==> src/rtl/pong_game_ctrl_if.sv <==
// Control/status bundle between the pong sequencer and the ball/paddle/overlay logic.
// The game side drives frame timing, the start button and misses; the sequencer returns ball control and scores.
interface pong_game_ctrl_if #(
  parameter int SCORE_W = 4
);
  logic               frame_tick;
  logic               start;
  logic               miss_left;
  logic               miss_right;
  logic               ball_reset;
  logic               ball_run;
  logic               serve_dir;
  logic [SCORE_W-1:0] score1;
  logic [SCORE_W-1:0] score2;
  logic [1:0]         winner;
  logic               flash;
  logic [2:0]         state;

  modport master (
    output frame_tick, start, miss_left, miss_right,
    input  ball_reset, ball_run, serve_dir, score1, score2, winner, flash, state
  );

  modport slave (
    input  frame_tick, start, miss_left, miss_right,
    output ball_reset, ball_run, serve_dir, score1, score2, winner, flash, state
  );
endinterface

==> src/rtl/pong_game_ctrl.sv <==
// Pong game sequencer: attract -> serve -> play -> point/over, with score keeping
// and frame-tick timers. Every output is a register or a decode of registered state.
module pong_game_ctrl #(
  parameter int WIN_SCORE    = 11,
  parameter int SCORE_W      = 4,
  parameter int SERVE_FRAMES = 60,
  parameter int POINT_FRAMES = 30,
  parameter int FRAME_CNT_W  = 7
) (
  input  logic            clk,
  input  logic            reset,
  pong_game_ctrl_if.slave bus
);

  typedef enum logic [2:0] {
    S_IDLE  = 3'd0,
    S_SERVE = 3'd1,
    S_PLAY  = 3'd2,
    S_POINT = 3'd3,
    S_OVER  = 3'd4
  } state_t;

  localparam logic [SCORE_W-1:0]     WIN        = SCORE_W'(WIN_SCORE);
  localparam logic [FRAME_CNT_W-1:0] SERVE_LAST = FRAME_CNT_W'(SERVE_FRAMES - 1);
  localparam logic [FRAME_CNT_W-1:0] POINT_LAST = FRAME_CNT_W'(POINT_FRAMES - 1);

  state_t                 st_q, st_d;
  logic [FRAME_CNT_W-1:0] cnt_q, cnt_d;
  logic [SCORE_W-1:0]     s1_q, s1_d, s2_q, s2_d;
  logic [SCORE_W-1:0]     s1_inc, s2_inc;
  logic [1:0]             win_q, win_d;
  logic                   dir_q, dir_d;
  logic                   start_q;
  logic                   start_edge;

  // start_q resets high so a button held through reset needs a release first
  assign start_edge = bus.start & ~start_q;
  assign s1_inc     = s1_q + 1'b1;
  assign s2_inc     = s2_q + 1'b1;

  always_ff @(posedge clk) begin
    if (reset) begin
      st_q    <= S_IDLE;
      cnt_q   <= '0;
      s1_q    <= '0;
      s2_q    <= '0;
      win_q   <= 2'd0;
      dir_q   <= 1'b1;
      start_q <= 1'b1;
    end else begin
      st_q    <= st_d;
      cnt_q   <= cnt_d;
      s1_q    <= s1_d;
      s2_q    <= s2_d;
      win_q   <= win_d;
      dir_q   <= dir_d;
      start_q <= bus.start;
    end
  end

  always_comb begin
    st_d  = st_q;
    cnt_d = cnt_q;
    s1_d  = s1_q;
    s2_d  = s2_q;
    win_d = win_q;
    dir_d = dir_q;
    case (st_q)
      S_IDLE, S_OVER: begin
        if (start_edge) begin
          st_d  = S_SERVE;
          cnt_d = '0;
          s1_d  = '0;
          s2_d  = '0;
          win_d = 2'd0;
          dir_d = 1'b1;
        end else if (st_q == S_OVER && bus.frame_tick) begin
          cnt_d = cnt_q + 1'b1;  // free-running blink timer, wraps naturally
        end
      end
      S_SERVE: begin
        if (bus.frame_tick) begin
          if (cnt_q == SERVE_LAST) begin
            cnt_d = '0;
            st_d  = S_PLAY;
          end else begin
            cnt_d = cnt_q + 1'b1;
          end
        end
      end
      S_PLAY: begin
        // a let (both sides miss together) replays the serve without scoring
        case ({bus.miss_left, bus.miss_right})
          2'b11: begin
            st_d  = S_SERVE;
            cnt_d = '0;
          end
          2'b10: begin
            s2_d  = s2_inc;
            dir_d = 1'b0;
            cnt_d = '0;
            if (s2_inc == WIN) begin
              st_d  = S_OVER;
              win_d = 2'd2;
            end else begin
              st_d  = S_POINT;
            end
          end
          2'b01: begin
            s1_d  = s1_inc;
            dir_d = 1'b1;
            cnt_d = '0;
            if (s1_inc == WIN) begin
              st_d  = S_OVER;
              win_d = 2'd1;
            end else begin
              st_d  = S_POINT;
            end
          end
          default: ;
        endcase
      end
      S_POINT: begin
        if (bus.frame_tick) begin
          if (cnt_q == POINT_LAST) begin
            cnt_d = '0;
            st_d  = S_SERVE;
          end else begin
            cnt_d = cnt_q + 1'b1;
          end
        end
      end
      default: st_d = S_IDLE;
    endcase
  end

  assign bus.state      = st_q;
  assign bus.score1     = s1_q;
  assign bus.score2     = s2_q;
  assign bus.winner     = win_q;
  assign bus.serve_dir  = dir_q;
  assign bus.ball_run   = (st_q == S_PLAY);
  assign bus.ball_reset = !((st_q == S_PLAY) || (st_q == S_POINT));

  generate
    if (FRAME_CNT_W > 3) begin : g_flash
      assign bus.flash = ((st_q == S_POINT) || (st_q == S_OVER)) && cnt_q[3];
    end else begin : g_noflash
      assign bus.flash = 1'b0;
    end
  endgenerate

endmodule
==> src/flat_wrapper.sv <==
// flat-port wrapper written by rule: the top's interface ports become plain ports
module pong_game_ctrl_flat 
#(
  parameter int WIN_SCORE    = 11,
  parameter int SCORE_W      = 4,
  parameter int SERVE_FRAMES = 60,
  parameter int POINT_FRAMES = 30,
  parameter int FRAME_CNT_W  = 7
)
  (clk, reset, bus_frame_tick, bus_start, bus_miss_left, bus_miss_right, bus_ball_reset, bus_ball_run, bus_serve_dir, bus_score1, bus_score2, bus_winner, bus_flash, bus_state);
  pong_game_ctrl_if #(.SCORE_W(SCORE_W)) bus_i ();
  input  logic clk;
  input  logic reset;
  input wire logic [$bits(bus_i.frame_tick)-1:0] bus_frame_tick;
  input wire logic [$bits(bus_i.start)-1:0] bus_start;
  input wire logic [$bits(bus_i.miss_left)-1:0] bus_miss_left;
  input wire logic [$bits(bus_i.miss_right)-1:0] bus_miss_right;
  output wire logic [$bits(bus_i.ball_reset)-1:0] bus_ball_reset;
  output wire logic [$bits(bus_i.ball_run)-1:0] bus_ball_run;
  output wire logic [$bits(bus_i.serve_dir)-1:0] bus_serve_dir;
  output wire logic [$bits(bus_i.score1)-1:0] bus_score1;
  output wire logic [$bits(bus_i.score2)-1:0] bus_score2;
  output wire logic [$bits(bus_i.winner)-1:0] bus_winner;
  output wire logic [$bits(bus_i.flash)-1:0] bus_flash;
  output wire logic [$bits(bus_i.state)-1:0] bus_state;
  assign bus_i.frame_tick = bus_frame_tick;
  assign bus_i.start = bus_start;
  assign bus_i.miss_left = bus_miss_left;
  assign bus_i.miss_right = bus_miss_right;
  assign bus_ball_reset = bus_i.ball_reset;
  assign bus_ball_run = bus_i.ball_run;
  assign bus_serve_dir = bus_i.serve_dir;
  assign bus_score1 = bus_i.score1;
  assign bus_score2 = bus_i.score2;
  assign bus_winner = bus_i.winner;
  assign bus_flash = bus_i.flash;
  assign bus_state = bus_i.state;
  pong_game_ctrl #(.WIN_SCORE(WIN_SCORE), .SCORE_W(SCORE_W), .SERVE_FRAMES(SERVE_FRAMES), .POINT_FRAMES(POINT_FRAMES), .FRAME_CNT_W(FRAME_CNT_W)) u_core (.clk(clk), .reset(reset), .bus(bus_i));
endmodule
==> config.mk <==
export PLATFORM = sky130hd
export DESIGN_NAME = pong_game_ctrl_flat
export DESIGN_NICKNAME = d
export VERILOG_FILES = /design/src/rtl/pong_game_ctrl_if.sv /design/src/rtl/pong_game_ctrl.sv /design/src/flat_wrapper.sv
export SDC_FILE = /design/constraint.sdc
export NUM_CORES = 1
export LEC_CHECK = 0
export ABC_AREA = 0
export BUFFER_PORTS_ARGS = -buffer_cell sky130_fd_sc_hd__buf_4
export CORE_UTILIZATION = 60
export DETAILED_ROUTE_END_ITERATION = 6
export GPL_ROUTABILITY_DRIVEN = 0
export PLACE_DENSITY_LB_ADDON = 0.15
export SETUP_SLACK_MARGIN = 0.4
export SYNTH_ARGS = -nofsm -noshare
export SYNTH_HDL_FRONTEND = slang
export SYNTH_SLANG_ARGS = --single-unit
==> constraint.sdc <==
create_clock -name clk -period 2.8 [get_ports clk]
set_clock_uncertainty 0.15 [all_clocks]
set_input_delay 0 -clock clk [delete_from_list [all_inputs] [get_ports clk]]
set_output_delay 0 -clock clk [all_outputs]
set_load 0.1 [all_outputs]
After elaboration in Yosys (flattened, before gate mapping)
Cells that the tools add are included.
{ "classes": {"bitwise": 2, "n_reduce_logical": 16, "n_eq_ne": 24, "add_sub_neg": 3, "muxes": 30} }
{ "ops": {"columns": ["cell", "n"], "rows": [
  ["7-bit two-way mux", 7],
  ["7-bit case mux with 4 select lines", 1],
  ["3-bit two-way mux", 7],
  ["4-bit case mux with 2 select lines", 2],
  ["4-bit two-way mux", 3],
  ["3-bit case mux with 4 select lines", 1],
  ["2-bit by 1-bit inequality test with 1-bit output, second input constant", 5],
  ["5-bit AND reduction", 2],
  ["3-bit case mux with 3 select lines", 1],
  ["3-bit AND reduction", 3],
  ["4-bit by 1-bit adder with 4-bit output, second input constant", 2],
  ["4-bit equality test, second input constant", 2],
  ["2-bit case mux with 2 select lines", 2],
  ["7-bit by 1-bit adder with 7-bit output, second input constant", 1],
  ["7-bit by 5-bit equality test with 1-bit output, second input constant", 1],
  ["7-bit by 6-bit equality test with 1-bit output, second input constant", 1],
  ["3-bit by 2-bit equality test with 1-bit output, second input constant", 2],
  ["2-bit two-way mux", 3],
  ["2-bit inequality test, second input constant", 3],
  ["3-bit by 1-bit inequality test with 1-bit output, second input constant", 2],
  ["3-bit by 2-bit inequality test with 1-bit output, second input constant", 2],
  ["6-bit AND reduction", 1],
  ["2-bit equality test, second input constant", 2],
  ["4-bit by 1-bit inequality test with 1-bit output, second input constant", 1],
  ["other kinds (15)", 18]
]} }
{ "word_totals": {"reg_bits": 22, "output_inout_bits": 17, "input_bits": 6, "elab_cells": 82} }

Depth between registers and ports, before layout
{ "depth": {"ltp_word": 5, "ltp_mapped": 8, "ltp_nobuf": 7} }

Worst setup path after synthesis
No wires, ideal clock.
{ "synth_timing": {"path_type": "register to output", "from": "register u_core.st_q[0] (netlist: u_core.bus.state[0])", "to": "output port bus_flash", "t_arrival_ps": 3768, "setup_slack_ps": -1118, "stages_incl_launch_ff": 5, "path_buffers": 1, "required_time_ps": 2650, "path_cell_list": "dfxtp_1 clkbuf_1 nor2b_1 nand2_1 a21boi_0"} }
{ "synth_via": {"elab_chain_cells": 3, "elab_cells_between_ends": 4, "classes_between": "eq/ne (2); reduce/logical (2)"} }
{ "synth_rtl": {"columns": ["item", "line_no", "source"], "rows": [
  ["start, declared", "pong_game_ctrl.sv:27", "state_t st_q, st_d;"],
  ["start signal, assigned", "pong_game_ctrl.sv:51", "st_q <= st_d;"],
  ["3-bit by 2-bit equality test with 1-bit output or 3-bit equality test (tied branches)", "pong_game_ctrl.sv:147", "assign bus.flash = ((st_q == S_POINT) || (st_q == S_OVER)) && cnt_q[3];"],
  ["1-bit logical OR (*)", "pong_game_ctrl.sv:147", null],
  ["1-bit logical AND (*)", "pong_game_ctrl.sv:147", null],
  ["end, declared", "flat_wrapper.sv:24", "output wire logic [$bits(bus_i.flash)-1:0] bus_flash;"]
]} }
Every way passes the cells marked *; elsewhere a longest branch is shown, timed or not.

Worst setup path after layout
{ "layout_timing": {"from": "register u_core.st_q[2] (netlist: u_core.bus.state[2])", "to": "register u_core.win_q[1] (netlist: u_core.bus.winner[1])"} }
{ "layout_via": {"elab_chain_cells": 4, "elab_cells_between_ends": 11, "classes_between": "eq/ne (6); mux (1); reduce/logical (4)"} }
{ "layout_rtl": {"columns": ["item", "line_no", "source"], "rows": [
  ["3-bit equality test or 3-bit logical NOT (tied branches)", "pong_game_ctrl.sv:68", "case (st_q)"],
  ["2-bit OR reduction", "pong_game_ctrl.sv:68", null],
  ["2-bit by 1-bit inequality test with 1-bit output (no line) or 2-bit nonzero test (tied branches)", null, null],
  ["5-bit AND reduction (no line)", null, null],
  ["end signal, assigned", "pong_game_ctrl.sv:55", "win_q <= win_d;"],
  ["end, declared", "pong_game_ctrl.sv:31", "logic [1:0] win_q, win_d;"]
]} }
Several ways; a longest one is shown, not always the timed one.
A chain may end at the register's enable or synchronous reset.

==> key figures <==
Run status
  • Outcome: complete, no violations

Routing
  • DRT Wirelength: 3400 um
  • DR pass1 iterations: 4
  • Wire length per cell: roughly 14 um
  • Met3 WL: approximately 160 um
  • DR top layer: met4
  • Via Count: roughly 1.5k
  • Drt first-iter violations: 36
  • DR DRC count: 0
  • Post-route ant nets: 0
  • Met1 Wirelength: between 1500 and 2000 um
  • Via-to-Cell Ratio: between 6 and 7
  • Met2 wire length: between 1500 and 2000 um

Floorplan
  • Area of the die: approximately 2700 um^2
  • Die height: ~52 um
  • Ports: 23
  • Initial core utilization: about 65%
  • Standard-cell rows: 17
  • CORE AREA: 2280 um^2
  • Die Wd: 51.6 um

Yosys
  • Post-Synthesis Cells: approximately 190
  • Sequential fraction of the synthesis area: between 20% and 30%
  • Ys async rst share: 0%
  • Flop and latch count out of synthesis: 22
  • Post-synth EDFFs: 0
  • Ys flop type: dfxtp_1
  • Mapped Area: 1480 um^2
  • Synth cell types: 48
  • Syn_nets: roughly 210
  • Syn. warnings: 0
  • Mean post-synth cell area: between 7 and 8 um^2

Power
  • Peak VDD IR: between 0.0002 and 0.0003 V
  • Power per cell area: around 360 nW/um^2
  • Total power: about 640 uW
  • P_leak: around 0.64 nW

Final layout
  • Leading cell type in the layout, fill and taps excluded: buf_4
  • Layout cells sized above 1: approximately 19%
  • Final std cells w/o fill: roughly 240
  • Design area: 1760 um^2
  • Final #Nets: between 200 and 250
  • # fillers: 150
  • Most frequent cells in the layout: buf_4 (22), nand2_1 (20), a21oi_1 (19)
  • Antenna Cells: 0
  • Area delta synth->final: 19.2%

Global route
  • Total Routing Usage GR: between 20% and 30%
  • Vias in the first global route: 1,306
  • Initial antenna violation count: 0
  • Largest net degree at the start of global routing: 18
  • Grt total ovfl: 0
  • First-pass GRT wire length: between 5000 and 6000 um

Timing
  • Setup TNS: 0 ns
  • Final Hold Fails: 0
  • Slew HR: between 60% and 70%
  • # setup viols final: 0
  • Slew @ Worst Pin: ~0.57 ns
  • Max Fclk: between 0.4 and 0.5 GHz
  • Max-slew violations: 0
  • RSZ-0062 raised after global routing: no
  • Clock period minus worst slack: between 2 and 2.5 ns
  • Period utilization: roughly three quarters

CTS
  • CTS Buf Count: 3
  • H-tree Lvls: 1
  • Worst-Skew Late Latency: 0.32 ns
  • CTS sink count: 22
  • Clock Tree Buf Depth: 2
  • CTS clk-pin slew, worst paths: about 0.13 ns
  • Resized cells post-CTS: 0
  • Root buffer cell: clkbuf_4
  • CTS hold repair buffers: 4
  • Postcts setup bufs: 0
  • TritonCTS clock tree: yes

Setup path
  • CP endpoint: u_core.bus.winner[1]
  • Worst setup path category: flop to flop
  • Worst Path Required: 2.89 ns
  • Crit. Startpoint: u_core.bus.state[2]
  • Critical path fanouts, max: 13
  • Arr. time, crit path: ~2.2 ns
  • Cells on worst reg2reg path: 7
  • CP endpoint kind: flop
  • Worst r2r src: u_core.bus.state[2]
  • FF-to-FF End: u_core.bus.winner[1]
  • Reg2reg setup slack: roughly 0.72 ns
  • Startpoint Class: flop

Job
  • Max-cap violation count: 0

Place
  • Dpl cell area: between 1500 and 2000 um^2
  • IO Port Bufs: 22
  • HPWL after DPL: ~2500 um
  • Dpl cells: 236

Min path
  • Worst hold-check path type: input pin to flop
[how the worst min path moves through the flow]
| stage | start | end | slack [ns] | depth (start not counted) |
|---|---|---|---|---|
| detailed placement | bus_start | u_core.start_q | 0.06 | 2 |
| CTS | bus_miss_right | u_core.bus.score1[0] | 0.16 | 4 |
| finish | bus_miss_right | u_core.bus.score1[0] | 0.17 | 4 |
| floorplan | bus_start | u_core.start_q | -0.04 | 1 |
| global route | bus_miss_right | u_core.bus.score1[0] | 0.19 | 4 |
| global placement | bus_start | u_core.start_q | 0.05 | 2 |
[routing by layer]
metal / vias up / global-route usage [%]
met5: - / 0
met3: 13 / 2.63
met1: 696 / 35.7
met4: 0 / 12.6
li1: 753 / -
met2: 56 / 47.0
[cells by family (layout without fill, tap and decap cells)]
logic type	Yosys count	in the layout	share of synthesized area, %
and+or+nand+nor	79	79	29.2
AOI/OAI and AO/OA	65	65	27.3
DFF	22	22	29.8
buffers and inverters	17	40	5.25
adders and majority gates	10	10	8.46
[through the flow]
stage                     setup slack, ns  hold slack, ns  utilization, %
after floorplan                     0.423         -0.0434               -
after global placement              0.804          0.0535            73.4
after CTS                           0.745           0.160            77.5
final                               0.719           0.174            77.5
after global routing                0.607           0.187            77.5
after detailed placement            0.784          0.0642            73.4
[cells in the mapped netlist (3+ instances only)]
| library cell | count | area [um^2] |
|---|---|---|
| dfxtp_1 | 22 | 440 |
| nand2_1 | 20 | 75.1 |
| a21oi_1 | 19 | 95.1 |
| nor2_1 | 14 | 52.6 |
| o21ai_0 | 13 | 65.1 |
| ha_1 | 10 | 125 |
| inv_1 | 9 | 33.8 |
| nand3_1 | 7 | 35.0 |
| a31oi_1 | 5 | 31.3 |
| clkbuf_1 | 5 | 18.8 |
| nand2b_1 | 5 | 31.3 |
| nand3b_1 | 5 | 37.5 |
| o21ai_1 | 5 | 25.0 |
| nand4_1 | 3 | 18.8 |
| nand4b_1 | 3 | 26.3 |
| nor3_1 | 3 | 15.0 |
| o31ai_1 | 3 | 22.5 |
[state kept, by name, indices dropped and copies added (netlist names)]
register	flops
u_core.bus.score1	4
u_core.bus.state	3
u_core.start_q	1
u_core.bus.winner	2
u_core.cnt_q	7
u_core.bus.serve_dir	1
u_core.bus.score2	4
[report_power, final]
| part | leakage, nW | internal [mW] | total [mW] | switching (mW) |
|---|---|---|---|---|
| sequential | 0.181 | 0.315 | 0.321 | 0.00555 |
| combinational | 0.435 | 0.0277 | 0.0707 | 0.0431 |
| clock | 0.0279 | 0.145 | 0.249 | 0.104 |
| total | 0.644 | 0.488 | 0.641 | 0.153 |
[final cells by class]
type	count	area, um^2	share of cell area, %
clock buffers	3	22.5	1.28
clock inverters	1	30.0	1.70
inverters	10	42.5	2.41
multi-input cells	154	977	55.4
flip-flops and latches	22	450	25.6
well taps	28	35.0	1.99
repair buffers	26	205	11.6
[worst max-delay path, stage by stage (launching register included)]
cell      delay (ns)
dfxtp_2         0.41
nand2b_4        0.17
or2_1           0.38
inv_6           0.15
nand2_2         0.07
or2_1           0.26
o21a_1          0.20
a211oi_2        0.22
(Power assumes the default switching activity.)
